--- src/rtl/sra32_module.sv ---
// 32-bit arithmetic right shifter for the ALU shift path.
// A five-row logarithmic mux network shifts the operand right by
// n = {select5..select1}. Each row is a 2:1 mux per bit. Vacated MSBs are
// filled with the operand's sign bit. One output register captures the
// fifth row.
module sra32_module (
    input  logic        clk,
    input  logic        rst_n,
    output logic [31:0] outfifth,
    input  logic [31:0] inp,
    input  logic        select1,
    input  logic        select2,
    input  logic        select3,
    input  logic        select4,
    input  logic        select5
);

    // Row enables, ordered by shift weight: bit gi enables a shift of 2**gi.
    logic [4:0] stage_sel;

    // shift_stage[0] is the operand, and shift_stage[gi+1] is the output of row gi.
    logic [5:0][31:0] shift_stage;

    // The sign bit is never altered by any row. Each row can therefore use its
    // own bit 31 as the fill value, and that bit still equals inp[31].
    assign stage_sel      = {select5, select4, select3, select2, select1};
    assign shift_stage[0] = inp;

    genvar gi;
    generate
        for (gi = 0; gi < 5; gi++) begin : g_row
            localparam int SHIFT = 1 << gi;

            logic [31:0] shifted;

            // Candidate from this row: the previous row moved down by SHIFT bits,
            // with SHIFT copies of the sign placed on top.
            assign shifted = {{SHIFT{shift_stage[gi][31]}}, shift_stage[gi][31:SHIFT]};

            // 2:1 mux row: pass the previous row through, or take the shifted copy.
            always_comb begin
                shift_stage[gi+1] = stage_sel[gi] ? shifted : shift_stage[gi];
            end
        end
    endgenerate

    // Output register: cleared at once by reset, then loads the fifth row on every edge.
    always_ff @(posedge clk or negedge rst_n) begin
        if (!rst_n) begin
            outfifth <= 32'h0000_0000;
        end else begin
            outfifth <= shift_stage[5];
        end
    end

endmodule

--- config.mk ---
export PLATFORM = sky130hd
export DESIGN_NAME = sra32_module
export DESIGN_NICKNAME = d
export VERILOG_FILES = /design/src/rtl/sra32_module.sv
export SDC_FILE = /design/constraint.sdc
export NUM_CORES = 1
export LEC_CHECK = 0
export ABC_AREA = 1
export BUFFER_PORTS_ARGS = -buffer_cell sky130_fd_sc_hd__clkbuf_2
export CAP_MARGIN = 20
export CORE_ASPECT_RATIO = 2
export CORE_MARGIN = 2
export CORE_UTILIZATION = 48
export CTS_CLUSTER_SIZE = 8
export DETAILED_ROUTE_END_ITERATION = 16
export HOLD_SLACK_MARGIN = 0.08
export PLACE_DENSITY = 0.74
export SLEW_MARGIN = 20
export SYNTH_ARGS = -nofsm -noshare
export SYNTH_HDL_FRONTEND = slang
export SYNTH_SLANG_ARGS = --single-unit
--- constraint.sdc ---
create_clock -name clk -period 0.8 [get_ports clk]
set_input_delay 0.04 -clock clk [delete_from_list [all_inputs] [get_ports clk]]
set_output_delay 0.04 -clock clk [all_outputs]
set_load 0.02 [all_outputs]
# Yosys cells after proc, flatten, opt, wreduce, memory -nomap -nowiden
# Index checks and enable logic that the tools add are counted.
[word_totals]
out_inout_bits = 32
wordCells = 6
in_bits = 39
register_bits = 32
[classes]
muxes = 5
[op_table]
columns = ["operator", "count"]
rows = [
  ["two-way mux 31 bit", 5],
]

# Logic depth before layout (Yosys ltp)
# Gate-level depths: netlist of the first run.
[depth]
depth_word = 5
depth_mapped = 11
mapped_depth_nobuf = 10

# Worst setup path before layout of the first run
# Ideal clock, no wire load.
[synth_timing]
path_kind = "input to register"
startpoint = "input port select1"
endpoint = "register outfifth[28]"
required_time_ns = 0.670
cell_stages = 10
arrival_ns = 0.800
setup_ns = 0.130
setup_slack_ns = -0.130
n_path_buf = 2
cell_sequence = "buf_6 > buf_6 > nand2_1 > nand3_2 > nand3_1 > nand2_1 > nand2_1 > nand2_1 > nand2_1 > nand2_1"
[synth_lines]
columns = ["item", "line_no", "source"]
rows = [
  ["from (decl)", "11", "input logic select1,"],
  ["to (signal assigned)", "52", "outfifth <= shift_stage[5];"],
  ["to (decl)", "9", "output logic [31:0] outfifth,"],
]

==> results of run 1 <==
## layout by cell type (no fill, tap or decap), types with 3 or more instances in the layout
cell	n
nand2_2	44
buf_12	13
nand3_2	78
nand2_4	7
nand2_1	107
buf_6	35
clkbuf_2	36
nand3_1	92
dfrtp_1	32
inv_1	5
buf_16	3
buf_4	14
clkbuf_8	7
nand3_4	14
clkbuf_16	4
dlygate4sd3_1	3
## critical path, cell delays in order
cell and delay [ns]:
clkbuf_16 0.17, buf_16 0.17, nand2_2 0.09, nand3_2 0.13, nand3_2 0.14, nand2_1 0.08, nand2_1 0.07, nand2_1 0.07
nand2_1 0.08, nand2_1 0.06
## power groups by stage
stage	Combinational (mW)	Clock, mW	Sequential [mW]
2_1_floorplan	1.02	0	2.10
3_3_place_gp	1.95	0	1.87
3_5_place_dp	1.96	0	1.88
4_1_cts	2.14	1.71	1.85
5_1_grt	2.97	1.78	1.90
6_report	2.80	1.72	1.89
## final cells by class
| cell class | count | area, sq um | area share |
|---|---|---|---|
| Timing Repair inverter | 1 | 8.76 | 0.00195 |
| Sequential cell | 32 | 801 | 0.178 |
| Clock buffer | 7 | 96.3 | 0.0215 |
| Tap cell | 60 | 75.1 | 0.0167 |
| Timing Repair Buffer | 109 | 1170 | 0.260 |
| Clock inverter | 1 | 30.0 | 0.00669 |
| Multi-Input combinational cell | 343 | 2260 | 0.504 |
| Inverter | 8 | 50.0 | 0.0111 |
## metrics by stage
step                total power, mW  TNS [ns]   util
floorplan                      3.12     -2.32      -
global placement               3.82    -11.36  0.614
detailed placement             3.84    -11.60  0.614
CTS                            5.69     -1.58  0.689
global route                   6.64     -3.95  0.836
finish                         6.41     -2.29  0.836
## synth_stat cells (4+ instances only)
cell type and count:
buf_1 4, buf_6 6, nand2_2 11, nand3_1 172, dfrtp_1 32, clkbuf_1 4
nand3_2 12, nand2_1 148, buf_2 15, inv_1 6
## timing repair
action,4_1_cts,5_1_grt
hold endpoints to repair,35,0
hold buffers,3,0
endpoints found under the setup margin,62,62
pin swaps,7,18
cloned,4,3
buffers inserted,2,0
gates resized for setup,32,210
## layer usage
metal,wire length (um),vias to the layer above
li1,-,1580
met1,3640,1676
met2,6050,281
met3,887,116
met4,1180,0
met5,0,-
## final timing paths
check	startpoint	end	slack (ns)	cells after the start
min in group asynchronous	rst_n	outfifth[31]	0.24	3
min	select5	outfifth[7]	0.22	4
max in group asynchronous	rst_n	outfifth[8]	0.39	3
max	select1	outfifth[1]	-0.13	10
## cells by family (layout without fill, tap and decap cells)
group                  Yosys count  after routing
DFF                             32             32
and+or+nand+nor                343            343
buffers and inverters           39            126
==> impl_metrics.ini, run 1 <==
[run_status]
outcome = finished, violations left
violations_in_the_final_reports = negative setup slack

[critical_path]
timing.critical_path.to_type = flip-flop
worst_ep_required_time_ns = 0.98
worst-endpoint-arrival_ns = 1.11
setup.worst_path.class = primary input to flip-flop
critical_path_peak_fanout = 8
critical_path.startpoint_type = primary input

[sta]
slew-limit-headroom = 0.739
finalHoldWorstSlack_ns = 0.220
worstMarginPinSlew_ns = 0.390
final_min_period_over_clock_period = 1.16
finalCriticalPeriod_ns = 0.931
setup_viol = 53
timing_max_transition_violations_final = 0
grt_setup_unrepaired = yes
final_hold_viol_count = 0
final.setup.worst_slack_ns = -0.131
max_freq_mhz = 1070

[grt]
grt_first_pass_wirelength_mm = 15.5
overflow = 0
grt_start_max_net_pins = 33
first_global_vias = 3281
antenna_violations_before_repair = 0
use_met2 = 0.601
groute.layer.met1.usage = 0.327
grt_use_met3 = 0.0344
gr-usage-all-layers = 0.326
grt_busiest_layer = met2

[route]
routedWlPerCell_um = 21.0
drt_first_pass_iters = 5
drtIter0Drc = 301
routed_wl_mm = 11.8
ant_nets = 0
drcViolationCount = 0
route.vias.total = 3653
avgViaCountPerCell = 6.51

[pwr]
clkPwrFrac = 0.268
power.share.switching = 0.367
leakage_power_total_nw = 2.25
power.share.sequential = 0.295
p_comb_frac = 0.437
ir_worst_vdd_uv = 2030
pwr_density_cell_nw_per_um2 = 1430
p_int_mw = 4.05
net_sw_power_mw = 2.35

[placed_design]
total_placed_cells_including_tap_cells = 541
gp_congestion = 0.964
place_hpwl_mm = 7.03
placement.setup.worst_slack_ns = -0.520
place.port_buffers = 70
post_dp_cell_area_sq_um = 3300

[synth]
synthesis.yosys.warnings = 0
synthDominantAreaCellType = nand3_1
synth_compound_gate_area_share = 0
post_synth_and_or_nand_nor_area_fraction = 0.607
synth-seq-cells = 32
syn-instance-count = 414
yosys-top-cells-area = nand3_1 (33%), dfrtp_1 (30%), nand2_1 (21%)
synth_edf_count = 0
synth_top_area_frac = 0.326
synth_cell_type_count = 14
dominant_combinational_cell_family_by_area_after_synthesis = simple AND/OR/NAND/NOR gates
synthesized_area_fraction_occupied_by_xor_and_xnor_cells = 0
syn-cell-area_sq_um = 2640
syn_area_per_cell_sq_um = 6.39
muxShareOfSynthArea = 0
synth_sequential_area_ratio = 0.303
synth_fa_ha_area_frac = 0
ys_async_sr_fraction = 1.00
synth.net_count = 453
ys_dominant_reg_cell = dfrtp_1

[floorplanning]
die_height_um = 109
initial_utilization = 0.492
boundaryPins = 71
dieArea_sq_um = 6150
die_width_um = 56.5
core_area_sq_um = 5370
row_count = 38

[clock_network]
tritoncts = built
clk_transition_reported_paths_ns = 0.07
cts-buffers-inserted = 5
cts_htree_levels = 2
ctsRootBufferMaster = clkbuf_8
clock_sinks = 32
max-clock-path-buffers = 2

[flow_run]
max_cap_viol_count = 0

[final_layout]
largest-register = outfifth
antenna_cells_inserted = 0
n_fill_cell = 323
biggestRegsByFlops = outfifth: 32 flops
final_area_sq_um = 4490
area.growth.synth_to_final_pct = 69.9
drive_gt1_frac = 0.523
max_ffs_per_register = 32
fin_cells = 561
nets = 539

[hold_path]
min_path_type = primary input to flip-flop
Note: power is estimated with default switching activity, not from simulation.
==> run 2: changes to the inputs <==
- ABC_AREA: 1 -> unset
==> run 2 against run 1 <==
The flow still finishes with violations (negative setup slack). Combinational power up 14%. Utilization up 3.2 points. Clock power down 9%. Maximum frequency down 40%. Via count down 11%. Critical endpoint is now outfifth[0]. Cell count down 12%. Flip-flop and latch count unchanged. Sequential share of layout area down 0.80 points. Total power up 4.0%. Synthesized cell count down 37%. Highest routed layer unchanged. Critical path depth down 4. Wire length up 3.3%.
==> impl_metrics.ini, run 2 <==
[sta]
grt_setup_unrepaired = yes
max_freq_mhz = 650
slew-limit-headroom = 0.671
setup_viol = 63
final_hold_viol_count = 0
final_min_period_over_clock_period = 1.92
final.setup.worst_slack_ns = -0.739
finalCriticalPeriod_ns = 1.54
timing_max_transition_violations_final = 0
worstMarginPinSlew_ns = 0.492

[floorplanning]
row_count = 38
boundaryPins = 71
core_area_sq_um = 5420
dieArea_sq_um = 6290
die_height_um = 110
die_width_um = 57.1
initial_utilization = 0.499

[route]
route.vias.total = 3240
drcViolationCount = 0
ant_nets = 0
drtIter0Drc = 213
drt_first_pass_iters = 5
avgViaCountPerCell = 6.60
routed_wl_mm = 12.1
routedWlPerCell_um = 24.7

[final_layout]
multiInputGateArea_sq_um = 2040
final_area_sq_um = 4700
drive_gt1_frac = 0.624
biggestRegsByFlops = outfifth: 32 flops
seqCellArea_sq_um = 801
area.growth.synth_to_final_pct = 73.9
fin_cells = 491
layout_commonest_cell = buf_4
n_fill_cell = 292
final_cell_mix = buf_4 (81), buf_6 (55), clkbuf_2 (35)
antenna_cells_inserted = 0
nets = 469
max_ffs_per_register = 32
largest-register = outfifth

[grt]
overflow = 0
grt_first_pass_wirelength_mm = 17.0
gr-usage-all-layers = 0.367
grt_start_max_net_pins = 32
first_global_vias = 3232
antenna_violations_before_repair = 0

[critical_path]
crit_chain = clkbuf_16 > buf_12 > mux4_2 > mux2_4 > mux2_4 > a221o_1
worst-endpoint-arrival_ns = 1.72
gate_family_responsible_for_the_most_delay_along_the_worst_path = multiplexers
cpMaxStageDelayCell = mux4_2
worst_ep_required_time_ns = 0.98
cp_num_cells = 6
timing.critical_path.to_type = flip-flop
cpPeakStageDelay_ns = 0.53
setup.worst_path.class = primary input to flip-flop
critical_path.startpoint_type = primary input
critical_path_peak_fanout = 6
path_common_cell = mux2_4
crit_buf_inv = 2

[synth]
synth_common_cells = nand2_1 (35), dfrtp_1 (32), mux4_2 (27), mux2i_1 (20), nor2_1 (18)
synth_sequential_area_ratio = 0.296
syn-instance-count = 262
ys_dominant_reg_cell = dfrtp_1
synth-seq-cells = 32
synth_edf_count = 0
synthDominantAreaCellType = dfrtp_1
syn_area_per_cell_sq_um = 10.3
synth_cell_type_count = 49
yosys-top-cells-area = dfrtp_1 (30%), mux4_2 (22%), mux2i_1 (7.4%)
synthesis.yosys.warnings = 0
synth.most_common_cell = nand2_1
synth.net_count = 301
synth_top_area_frac = 0.296
ys_async_sr_fraction = 1.00
syn-cell-area_sq_um = 2700

[pwr]
ir_worst_vdd_uv = 1630
pwr_density_cell_nw_per_um2 = 1420
leakage_power_total_nw = 2.17

[clock_network]
clk_transition_reported_paths_ns = 0.08
tritoncts = built
cts_htree_levels = 2
ctsRootBufferMaster = clkbuf_8
cts-buffers-inserted = 5
clock_sinks = 32
max-clock-path-buffers = 2

[hold_path]
min_path_type = primary input to async pin

[placed_design]
total_placed_cells_including_tap_cells = 462
post_dp_cell_area_sq_um = 3820
gp_congestion = 0.974
place_hpwl_mm = 8.44
place.port_buffers = 70

[run_status]
outcome = finished, violations left
violations_in_the_final_reports = negative setup slack

[flow_run]
max_cap_viol_count = 0
-- run 2: repair_timing --
item	CTS	global route
endpoints found under the hold margin	32	0
gates resized for setup	53	132
pin swaps	15	19
setup buffers	12	9
cloned	2	0
setup endpoints to repair	63	63
hold buffers	1	0
-- run 2: final timing paths --
check / start / end
setup / recovery: select1 / outfifth[0]
hold / removal: rst_n / outfifth[30]
max in group asynchronous: rst_n / outfifth[27]
min in group clk: inp[31] / outfifth[31]
-- run 2: per-stage QoR --
stage | setup slack (ns) | total power [mW] | setup TNS (ns) | hold WS, ns | utilization
2_1_floorplan | -0.851 | 3.21 | -17.75 | -0.256 | -
3_3_place_gp | -1.03 | 4.28 | -24.94 | -0.162 | 0.705
3_5_place_dp | -1.09 | 4.31 | -25.87 | -0.157 | 0.705
4_1_cts | -0.695 | 6.15 | -16.32 | 0.0806 | 0.797
5_1_grt | -0.766 | 6.85 | -18.46 | 0.148 | 0.867
6_report | -0.739 | 6.66 | -17.23 | 0.147 | 0.867
-- run 2: kinds of logic after synthesis --
kind of cell / synth area share
AOI/OAI and AO/OA: 0.181
buffers and inverters: 0.0463
DFF: 0.296
muxes: 0.341
and+or+nand+nor: 0.136
-- run 2: cell type report --
| cell class | instances | share of cell area |
|---|---|---|
| multi-input cells | 204 | 0.433 |
| repair buffers | 184 | 0.356 |
| flip-flops and latches | 32 | 0.170 |
| well taps | 60 | 0.0160 |
| clock buffers | 6 | 0.0154 |
| clock inverters | 2 | 0.00745 |
| inverters | 3 | 0.00239 |
-- run 2: power by group --
group,internal [mW],total [mW],leakage (nW),switching [mW]
sequential,1.80,1.90,0.374,0.0976
combinational,1.68,3.20,1.74,1.52
clock,0.924,1.56,0.0552,0.637
-- run 2: per-layer routing --
metal,wire length [um],track usage,share of wire,vias up
met1,3870,0.388,0.32,1569
met3,770,0.0455,0.063,80
met5,0,0,0,-
met2,6430,0.656,0.53,229
met4,1080,0.264,0.088,0
li1,-,-,-,1362
==> run 3: changes to the inputs <==
- BUFFER_PORTS_ARGS: -buffer_cell sky130_fd_sc_hd__clkbuf_2 -> unset
- CORE_UTILIZATION: 48 -> 55
- DONT_BUFFER_PORTS: unset -> 1
- PLACE_DENSITY: 0.74 -> 0.7
==> run 3 against run 2 <==
The flow finishes with violations (negative hold slack, negative setup slack). Combinational power decreased by 43%. Sequential power increased by 12%. Cell area decreased by 25%. Total power decreased by 21%. Sequential share of layout area increased by 5.6 points. Worst hold slack got worse by 0.70 ns. Wire length decreased by 26%. Clock power decreased by 17%. Via count decreased by 19%. Flip-flop and latch count unchanged. Utilization decreased by 13 points.
==> impl_metrics.ini, run 3 (same netlist as run 2, synthesis figures left out) <==
[sta]
slew-limit-headroom = 0.662
final_hold_viol_count = 43
timing_max_transition_violations_final = 0
final.setup.worst_slack_ns = -0.454
worstMarginPinSlew_ns = 0.507
finalCriticalPeriod_ns = 1.25
setup_viol = 27
grt_setup_unrepaired = yes
final_min_period_over_clock_period = 1.57
finalHoldWorstSlack_ns = -0.550
max_freq_mhz = 797

[floorplanning]
dieArea_sq_um = 5530
die_width_um = 53.6
core_area_sq_um = 4820
boundaryPins = 71
die_height_um = 103
initial_utilization = 0.561
row_count = 36

[critical_path]
worst-endpoint-arrival_ns = 1.42
crit_chain = mux4_2 > mux2_4 > mux2_4 > a221o_1
cpMaxStageDelayCell = mux4_2
critical_path_peak_fanout = 34
setup.worst_path.class = primary input to flip-flop
gate_family_responsible_for_the_most_delay_along_the_worst_path = multiplexers
crit_buf_inv = 0
timing.critical_path.to_type = flip-flop
path_common_cell = mux2_4
worst_ep_required_time_ns = 0.97
critical_path.startpoint_type = primary input
cpPeakStageDelay_ns = 0.50

[clock_network]
clk_transition_reported_paths_ns = 0.06
cts_htree_levels = 2
tritoncts = built
cts-buffers-inserted = 5
clock_sinks = 32
ctsRootBufferMaster = clkbuf_8
hold_buffers = 4
max-clock-path-buffers = 2

[final_layout]
final_cell_mix = buf_4 (48), nand2_1 (33), dfrtp_1 (32)
post_layout_util = 0.735
fin_cells = 369
n_fill_cell = 330
layout_commonest_cell = buf_4
largest-register = outfifth
drive_gt1_frac = 0.452
antenna_cells_inserted = 0
max_ffs_per_register = 32
area.growth.synth_to_final_pct = 31.0
nets = 351
biggestRegsByFlops = outfifth: 32 flops

[route]
routedWlPerCell_um = 24.5
drtIter0Drc = 124
route.vias.total = 2624
drcViolationCount = 0
drt_first_pass_iters = 5
avgViaCountPerCell = 7.11
ant_nets = 0
routed_wl_mm = 9.05

[pwr]
ir_worst_vdd_uv = 1590
leakage_power_total_nw = 1.51
power.total_mw = 5.24
pwr_density_cell_nw_per_um2 = 1480

[placed_design]
gp_congestion = 0.996
total_placed_cells_including_tap_cells = 349
place.port_buffers = 0
place_hpwl_mm = 6.64

[hold_path]
min_path_type = primary input to async pin

[run_status]
outcome = finished, violations left
violations_in_the_final_reports = negative hold slack, negative setup slack

[grt]
antenna_violations_before_repair = 0
overflow = 0
first_global_vias = 2663
grt_first_pass_wirelength_mm = 13.8
gr-usage-all-layers = 0.361
grt_start_max_net_pins = 40

[flow_run]
max_cap_viol_count = 0
==> run 3: cell count changes in the layout (fill, tap and decap cells not counted), moves of 3 or more <==
| cell | change |
|---|---|
| buf_12 | -6 |
| buf_4 | -33 |
| buf_6 | -41 |
| clkbuf_2 | -35 |
| dlymetal6s4s_1 | +3 |
| mux2i_1 | +4 |
| nand2_1 | +4 |
| nand2_2 | -3 |
| o21ai_2 | -4 |
==> run 3: power breakdown <==
group          leakage, nW  internal [mW]  total [mW]  switching, mW
combinational         1.09           1.02        1.83          0.808
sequential           0.374           1.81        2.12          0.314
clock               0.0503          0.764        1.29          0.528
total                 1.51           3.59        5.24           1.65
==> run 3: stage by stage <==
stage / instance area, sq um / setup TNS, ns / worst slack [ns]
3_3_place_gp: 3100 / -14.00 / -0.737
6_report: 3540 / -6.54 / -0.454
5_1_grt: 3540 / -6.93 / -0.472
2_1_floorplan: 2820 / -17.75 / -0.851
4_1_cts: 3380 / -6.71 / -0.438
3_5_place_dp: 3100 / -14.10 / -0.738
==> run 3: worst paths after layout <==
check | from | to | slack, ns | cells past startpoint
worst max-delay path | select1 | outfifth[0] | -0.45 | 4
worst min-delay path | rst_n | outfifth[23] | -0.55 | 0
max in group asynchronous | rst_n | outfifth[4] | 1.27 | 0
min in group clk | select5 | outfifth[6] | -0.08 | 1
==> run 3: what timing repair did <==
| action | in CTS | in global routing |
|---|---|---|
| endpoints found under the setup margin | 26 | 31 |
| buffers inserted | 5 | 5 |
| pin swaps | 15 | 12 |
| hold endpoints to repair | 58 | 48 |
| gates resized for setup | 28 | 28 |
==> run 3: area by class of cell <==
| type | count | area (sq um) | share of cell area |
|---|---|---|---|
| repair buffers | 66 | 566 | 0.160 |
| inverters | 3 | 15.0 | 0.00424 |
| flip-flops and latches | 32 | 801 | 0.226 |
| well taps | 57 | 71.3 | 0.0201 |
| multi-input cells | 204 | 1990 | 0.563 |
| clock buffers | 7 | 96.3 | 0.0272 |
==> run 3: per-layer routing <==
layer  global-route usage  wire (um)  vias up
met4                0.254        814        0
met3               0.0507        560       60
met1                0.393       3000     1267
met5                    0          0        -
li1                     -          -     1121
met2                0.616       4670      176
